`src/rtl/uart_rx_os16.sv`:
```
// 16x-oversampling UART receiver (8N1) with valid/ready byte output and error pulses.
// Define UART_RX_PARITY_EN to receive 8E1 frames and drive parity_err.
module uart_rx_os16 #(
  parameter int unsigned CLK_HZ = 50000000,
  parameter int unsigned BAUD   = 115200
) (
  input  logic       clk,
  input  logic       rst,
  input  logic       rx,
  output logic [7:0] rx_data,
  output logic       rx_valid,
  input  logic       rx_ready,
  output logic       rx_busy,
  output logic       frame_err,
  output logic       overrun,
  output logic       parity_err
);

  localparam logic [32:0] INC = 33'(BAUD) << 4;
  localparam logic [32:0] LIM = 33'(CLK_HZ);

  localparam logic [2:0] S_IDLE   = 3'd0;
  localparam logic [2:0] S_START  = 3'd1;
  localparam logic [2:0] S_DATA   = 3'd2;
  localparam logic [2:0] S_STOP   = 3'd4;
  localparam logic [2:0] S_BREAK  = 3'd5;
`ifdef UART_RX_PARITY_EN
  localparam logic [2:0] S_PARITY = 3'd3;
  localparam logic [2:0] S_AFTER_DATA = S_PARITY;
`else
  localparam logic [2:0] S_AFTER_DATA = S_STOP;
`endif

  logic        rx_p0, rx_p1, rxs, rxs_prev;
  logic [31:0] acc;
  logic [32:0] acc_sum;
  logic        tick;
  logic [2:0]  state;
  logic [3:0]  sc;
  logic [2:0]  bit_idx;
  logic [7:0]  shift;
`ifdef UART_RX_PARITY_EN
  logic        par_mis;
`endif

  assign rxs     = rx_p1;
  assign acc_sum = {1'b0, acc} + INC;

  // Synchronizer stage boundary: rx -> rx_p0 -> rx_p1 (rxs), plus edge history
  always_ff @(posedge clk) begin
    if (rst) begin
      rx_p0    <= 1'b1;
      rx_p1    <= 1'b1;
      rxs_prev <= 1'b1;
    end else begin
      rx_p0    <= rx;
      rx_p1    <= rx_p0;
      rxs_prev <= rx_p1;
    end
  end

  // Fractional-N tick generator: free-running, one tick per 1/16 bit on average
  always_ff @(posedge clk) begin
    if (rst) begin
      acc  <= '0;
      tick <= 1'b0;
    end else if (acc_sum >= LIM) begin
      acc  <= 32'(acc_sum - LIM);
      tick <= 1'b1;
    end else begin
      acc  <= acc_sum[31:0];
      tick <= 1'b0;
    end
  end

  always_ff @(posedge clk) begin
    if (rst) begin
      state      <= S_IDLE;
      sc         <= '0;
      bit_idx    <= '0;
      shift      <= '0;
      rx_data    <= '0;
      rx_valid   <= 1'b0;
      rx_busy    <= 1'b0;
      frame_err  <= 1'b0;
      overrun    <= 1'b0;
`ifdef UART_RX_PARITY_EN
      parity_err <= 1'b0;
      par_mis    <= 1'b0;
`endif
    end else begin
      frame_err <= 1'b0;
      overrun   <= 1'b0;
`ifdef UART_RX_PARITY_EN
      parity_err <= 1'b0;
`endif
      if (rx_valid && rx_ready) rx_valid <= 1'b0;
      if (tick) sc <= sc + 4'd1;

      case (state)
        S_IDLE: begin
          if (rxs_prev && !rxs) begin
            state   <= S_START;
            sc      <= '0;
            rx_busy <= 1'b1;
          end
        end
        S_START: begin
          // Mid-start-bit check rejects glitches shorter than half a bit
          if (tick && sc == 4'd7) begin
            sc <= '0;
            if (!rxs) begin
              state   <= S_DATA;
              bit_idx <= '0;
            end else begin
              state   <= S_IDLE;
              rx_busy <= 1'b0;
            end
          end
        end
        S_DATA: begin
          if (tick && sc == 4'd15) begin
            shift   <= {rxs, shift[7:1]};
            bit_idx <= bit_idx + 3'd1;
            if (bit_idx == 3'd7) begin
              state <= S_AFTER_DATA;
              sc    <= '0;
            end
          end
        end
`ifdef UART_RX_PARITY_EN
        S_PARITY: begin
          if (tick && sc == 4'd15) begin
            par_mis <= rxs ^ (^shift);
            state   <= S_STOP;
            sc      <= '0;
          end
        end
`endif
        S_STOP: begin
          if (tick && sc == 4'd15) begin
            sc <= '0;
            if (!rxs) begin
              frame_err <= 1'b1;
              state     <= S_BREAK;
            end else begin
              state   <= S_IDLE;
              rx_busy <= 1'b0;
`ifdef UART_RX_PARITY_EN
              if (par_mis) parity_err <= 1'b1;
              else
`endif
              if (!rx_valid || rx_ready) begin
                rx_data  <= shift;
                rx_valid <= 1'b1;
              end else begin
                overrun <= 1'b1;
              end
            end
          end
        end
        S_BREAK: begin
          if (rxs) begin
            state   <= S_IDLE;
            sc      <= '0;
            rx_busy <= 1'b0;
          end
        end
        default: begin
          state   <= S_IDLE;
          sc      <= '0;
          rx_busy <= 1'b0;
        end
      endcase
    end
  end

`ifndef UART_RX_PARITY_EN
  assign parity_err = 1'b0;
`endif

endmodule

```
`config.mk`:
```
export PLATFORM = sky130hd
export DESIGN_NAME = uart_rx_os16
export DESIGN_NICKNAME = d
export VERILOG_FILES = /design/src/rtl/uart_rx_os16.sv
export SDC_FILE = /design/constraint.sdc
export NUM_CORES = 1
export LEC_CHECK = 0
export BUFFER_PORTS_ARGS = -buffer_cell sky130_fd_sc_hd__buf_4
export CELL_PAD_IN_SITES_DETAIL_PLACEMENT = 1
export CELL_PAD_IN_SITES_GLOBAL_PLACEMENT = 1
export CORE_MARGIN = 1
export CORE_UTILIZATION = 45
export DETAILED_ROUTE_END_ITERATION = 12
export PLACE_DENSITY = 0.79
export SLEW_MARGIN = 30
export SYNTH_ARGS = -nofsm -noshare
export SYNTH_HDL_FRONTEND = slang
export SYNTH_SLANG_ARGS = --single-unit
```
`constraint.sdc`:
```
create_clock -name clk -period 5 [get_ports clk]
set_input_delay 0.75 -clock clk [delete_from_list [all_inputs] [get_ports clk]]
set_output_delay 0.75 -clock clk [all_outputs]
set_load 0.05 [all_outputs]
```
==> results of run 1 <==
layout by cell type, fill, tap and decap left out, types with 5 or more instances in the layout:
cell type | netlist | final
inv_1 | 10 | 10
nand4_1 | 7 | 7
a21oi_1 | 15 | 15
a31oi_1 | 12 | 12
dfxtp_1 | 59 | 59
nand2_1 | 19 | 19
and3_1 | 7 | 7
nor2_1 | 60 | 59
clkbuf_8 | 0 | 9
xnor2_1 | 20 | 20
ha_1 | 7 | 7
nand3_1 | 12 | 12
mux2i_1 | 18 | 18
and2_1 | 7 | 7
or2_2 | 5 | 5
nor3_1 | 13 | 13
buf_4 | 1 | 15
xor2_1 | 15 | 15
sequential cells by signal, summed over array words and instances (netlist names):
| name | count |
|---|---|
| rx_p1 | 1 |
| rxs_prev | 1 |
| shift | 8 |
| bit_idx | 3 |
| frame_err | 1 |
| sc | 4 |
| overrun | 1 |
| rx_valid | 1 |
| rx_data | 8 |
| rx_busy | 1 |
| tick | 1 |
| acc | 25 |
| rx_p0 | 1 |
| state | 3 |
per-stage QoR:
step / cells / total power, W / hold slack (ns) / setup slack [ns]
finish: 483 / 0.00203 / 0.434 / 1.66
floorplan: 379 / 0.00141 / 0.389 / 2.33
global placement: 467 / 0.00155 / 0.398 / 1.78
global route: 483 / 0.00219 / 0.471 / 1.32
CTS: 483 / 0.00205 / 0.432 / 1.61
detailed placement: 467 / 0.00158 / 0.410 / 1.64
worst register-to-register path, stage by stage (launching register included):
cell and delay [ns]:
dfxtp_1 0.46, ha_1 0.38, nand4_1 0.23, and2_1 0.30, nor2_1 0.24, xnor2_1 0.25
a211o_1 0.45, nand3_2 0.44, and4_1 0.39, nor3_1 0.15
logic make-up after synthesis:
group / Yosys count
buf+inv: 33
compound gates: 68
mux: 19
other cells: 1
flops: 59
xor+xnor: 36
fa+ha+maj: 7
simple gates: 156
power groups by stage:
stage	Sequential, W	Combinational (W)	Clock, W
2_1_floorplan	0.000674	0.000731	0
3_3_place_gp	0.000721	0.000831	0
3_5_place_dp	0.000728	0.000849	0
4_1_cts	0.000718	0.000860	0.000471
5_1_grt	0.000738	0.000958	0.000492
6_report	0.000720	0.000855	0.000459
final cells by class:
type,count,share of cell area
timing repair buffer,15,0.0315
multi-input combinational,287,0.535
tap,96,0.0336
clock buffer,9,0.0347
clock inverter,7,0.0238
inverter,10,0.0105
sequential,59,0.331
worst paths after layout:
| check | start | slack, ns | depth (start not counted) | endpoint |
|---|---|---|---|---|
| worst max-delay path | acc[13]$_SDFF_PP0_ | 1.66 | 9 | acc[23]$_SDFF_PP0_ |
| worst min-delay path | rx_p0$_SDFF_PP1_ | 0.43 | 1 | rx_p1$_SDFF_PP1_ |
| worst max register to register | acc[13]$_SDFF_PP0_ | 1.66 | 9 | acc[23]$_SDFF_PP0_ |
| worst min register to register | rx_p0$_SDFF_PP1_ | 0.43 | 1 | rx_p1$_SDFF_PP1_ |
per-layer routing:
layer	track usage	part of all wire	wire, um
met1	0.291	0.49	3700
met5	0	0	0
met4	0.0773	0.013	97
met2	0.361	0.48	3610
met3	0.0419	0.021	160
==> flow_summary.toml, run 1 <==
[detailed_routing]
postRouteAntennaNets = 0
vias = 2774
drt_iter0_drc = 119
routed_wl_mm = 7.56
drc_errors = 0
wl_per_cell_um = 15.7
first_pass_iters = 4
vias_per_cell = 5.74

[sta]
relSlewSlack = 0.404
fin_skew_ns = 0.0128
period_minus_slack_ns = 3.34
finalSetupTns_ns = 0
period_share = 0.669
slew_viol_final = 0
clock.fmax_mhz = 299
hold_viol_final = 0
rsz0062_at_grt = "no"
finalSetupViolCount = 0
tightest_slew_ns = 0.892

[worst_setup_path]
crit_slowest_cell = "dfxtp_1"
critPathMaxFanout = 19
cp_cell_sequence = "ha_1 > nand4_1 > and2_1 > nor2_1 > xnor2_1 > a211o_1 > nand3_2 > and4_1 > nor3_1"
critPathCaptureType = "flop"
cp_data_arrival_time_ns = 3.61
cp_top_family = "simple AND/OR/NAND/NOR gates"
max_stage_delay_ns = 0.46
worstPathRequired_ns = 5.27
startpoint_type = "flop"
crit_type = "flop to flop"
critPathBufInv = 0

[placement]
port_buffers = 15
dp_hpwl_mm = 5.18
dpl-instance-area_sq_um = 3360
gp_congestion = 0.783

[logic_synthesis]
synthTopCellsByArea = "dfxtp_1 37%, nor2_1 7.0%, mux2i_1 5.6%, xnor2_1 5.4%, xor2_1 4.1%"
synth_common_cells = "60 x nor2_1, 59 x dfxtp_1, 20 x xnor2_1, 19 x nand2_1, 18 x mux2i_1"
synthSimpleGateAreaFrac = 0.248
syn_avg_cell_area_sq_um = 8.54
ys_ff_latch = 59
synthCells = 379
syn-num-nets = 390
synth-edff-count = 0
synth_xor_area_frac = 0.0998
synth_top_area_frac = 0.365
yosysSeqAreaShare = 0.365
synth_area_leader_cell = "dfxtp_1"
async_reset_ff_frac = 0
ys_warn_count = 0
synthAdderAreaFrac = 0.0271
netlist_area_sq_um = 3240
synth.area.mux_share = 0.0592
synth_cell_types = 62
yosys.cell_count.top_type = "nor2_1"
synth_flop_cell = "dfxtp_1"
synth_top_family_by_area = "simple AND/OR/NAND/NOR gates"
synth_compound_area_frac = 0.154

[grt]
grt_antenna_before_repair = 0
grt_pass1_vias = 2766
grt_pass1_wl_mm = 13.1
grt_max_degree = 60
grtUsageTotal = 0.221
overflow = 0

[power]
p_sw_frac = 0.424
p_comb_frac = 0.420
power_frac_seq = 0.354
power_frac_clock = 0.226
p_switching_w = 0.000862
power.density_nw_per_um2 = 570
intPower_w = 0.00117
p_leak_nw = 1.36
vdd_drop_max_mv = 0.265

[layout]
finalInstanceArea_sq_um = 3570
layout-drive-gt1-share = 0.129
syn2layout_area_growth_pct = 10.3
fin_nets = 393
fin_util = 0.520
diodes = 0
regArea_sq_um = 1180
fillers = 818
multi_input_area_sq_um = 1910

[clock_tree]
cts_buffers = 9
cts_buffer_depth = 2
post_cts_resized = 0
cts_tree = "built"
cts.clk_slew.worst_paths_ns = 0.08
clock_latency_ns = 0.34
hold_buffers = 0
cts_setup_buffers = 0
cts.sinks = 59
cts-root-buf = "clkbuf_8"
cts_max_level = 3

[outcome]
status = "complete, no violations"

[floorplanning]
ios = 17
start_util = 0.471
die_h_um = 86.8
row_count = 30
die_w_um = 86.8
core-area_sq_um = 6870
die_area_sq_um = 7530

[job]
max-cap-violations = 0

[hold_path]
hold_path.class = "flop to flop"
(Power assumes the default switching activity.)
==> inputs of run 2 (changes only) <==
Settings changed: CORE_UTILIZATION 45 to 42, PLACE_DENSITY 0.79 to 0.78.
Clock period 5 ns to 2.99 ns, I/O delays scaled along.
==> flow_summary.toml, run 2 (synthesis results as in run 1) <==
[outcome]
status = "complete, no violations"

[worst_setup_path]
worst-r2r-setup-slack_ns = 0.11
crit_type = "flop to flop"
worstPathRequired_ns = 3.20
cp_data_arrival_time_ns = 3.09
critPathCaptureType = "flop"
ff2ff_path_depth = 10
reg2reg_from = "acc[13]$_SDFF_PP0_"
r2r-end = "acc[14]$_SDFF_PP0_"
startpoint_type = "flop"
critPathMaxFanout = 9

[detailed_routing]
wl_met1_mm = 3.87
postRouteAntennaNets = 0
first_pass_iters = 4
routed-wl-met3_um = 232
wl_met2_mm = 4.19
topRoutingLayerUsed = "met4"
wl_per_cell_um = 16.9
drc_errors = 0
routed_wl_mm = 8.48
vias_per_cell = 5.61
drt_iter0_drc = 83
vias = 2818

[layout]
final_common_cell = "nor2_1"
finalInstanceArea_sq_um = 3740
layout_common_cells = "60 x nor2_1, 58 x dfxtp_1, 31 x buf_4, 20 x xnor2_1, 19 x nand2_1"
diodes = 0
layout-drive-gt1-share = 0.184
top_regs = "acc (25), rx_data (8), shift (8)"
multi_input_area_sq_um = 1960
fin_nets = 409
regArea_sq_um = 1180
syn2layout_area_growth_pct = 15.5
fillers = 861
largest_reg_flops = 25
top_register = "acc"

[power]
vdd_drop_max_mv = 0.493
power.density_nw_per_um2 = 970
p_leak_nw = 1.43

[grt]
grtUsageTotal = 0.219
grt_pass1_wl_mm = 14.2
overflow = 0
grt_pass1_vias = 2923
grt_max_degree = 60
grt_antenna_before_repair = 0

[placement]
dp_hpwl_mm = 5.69
port_buffers = 15
dpl-instance-area_sq_um = 3470
gp_congestion = 0.812

[sta]
period_share = 0.963
slew_viol_final = 0
period_minus_slack_ns = 2.88
finalSetupTns_ns = 0
finalSetupViolCount = 0
clock.fmax_mhz = 347
hold_viol_final = 0
tightest_slew_ns = 0.671
fin_skew_ns = 0.0127
relSlewSlack = 0.549

[floorplanning]
die_h_um = 89.8
die_area_sq_um = 8060
core-area_sq_um = 7330
ios = 17
start_util = 0.441
die_w_um = 89.8
row_count = 31

[clock_tree]
cts_buffer_depth = 2
cts.sinks = 59
clock_latency_ns = 0.35
cts_tree = "built"
hold_buffers = 0
cts.clk_slew.worst_paths_ns = 0.08
cts-root-buf = "clkbuf_8"
cts_buffers = 9
cts_max_level = 3

[hold_path]
hold_path.class = "primary input to flop"
whs_path_depth = 2
min_to = "rx_p0$_SDFF_PP1_"
worstHoldStart = "rx"

[job]
max-cap-violations = 0
run 2: changes by cell type in the layout (fill, tap and decap cells not counted), sizes merged:
cell | previous run | this run
buf | 15 | 31
inv | 13 | 14
clkinvlp | 0 | 1
clkinv | 3 | 1
run 2: through the flow:
step | hold slack, ns | cells | util | setup slack [ns] | power (W)
global route | 0.280 | 502 | 0.510 | -0.0411 | 0.00388
detailed placement | 0.401 | 485 | 0.474 | 0.0679 | 0.00278
floorplan | 0.389 | 379 | - | 0.315 | 0.00235
finish | 0.287 | 502 | 0.510 | 0.111 | 0.00362
CTS | 0.272 | 501 | 0.502 | 0.00300 | 0.00359
global placement | 0.394 | 485 | 0.474 | 0.210 | 0.00272
run 2: worst max-delay path, stage by stage, from the launching register on:
cell,delay [ns]
dfxtp_1,0.33
buf_4,0.16
nand2_1,0.19
nor2_2,0.08
xnor2_1,0.55
o2111ai_1,0.26
a211o_1,0.39
buf_4,0.21
a311oi_2,0.33
xor2_1,0.19
nor2_1,0.05
run 2: metal layers:
metal | vias to the layer above | GRT usage
met5 | - | 0
met4 | 0 | 0.0902
met3 | 17 | 0.0423
li1 | 1382 | -
met2 | 42 | 0.374
met1 | 1377 | 0.269
run 2: how the worst max path moves through the flow:
stage	slack, ns	endpoint	startpoint
after CTS	0.003	acc[14]$_SDFF_PP0_	acc[14]$_SDFF_PP0_
final	0.11	acc[14]$_SDFF_PP0_	acc[13]$_SDFF_PP0_
after detailed placement	0.07	acc[14]$_SDFF_PP0_	acc[14]$_SDFF_PP0_
after floorplan	0.32	acc[20]$_SDFF_PP0_	acc[13]$_SDFF_PP0_
after global placement	0.21	acc[31]$_SDFF_PP0_	acc[7]$_SDFFE_PP0P_
after global routing	-0.04	acc[14]$_SDFF_PP0_	acc[13]$_SDFF_PP0_
run 2: area by class of cell:
type,count,share of cell area
Inverter,10,0.0100
Timing Repair Buffer,31,0.0623
Tap cell,99,0.0331
Clock inverter,7,0.0218
Clock buffer,9,0.0331
Multi-Input combinational cell,287,0.523
Sequential cell,59,0.316
run 2: power by group:
part           switching, W  internal [W]
clock network      0.000381      0.000398
registers          0.000241      0.000957
logic              0.000926      0.000723
run 2: timing repair:
item                       4_1_cts  5_1_grt
gates resized for setup          0       12
buffers inserted                 0        1
hold endpoints to repair         0        0
setup endpoints to repair        0       22
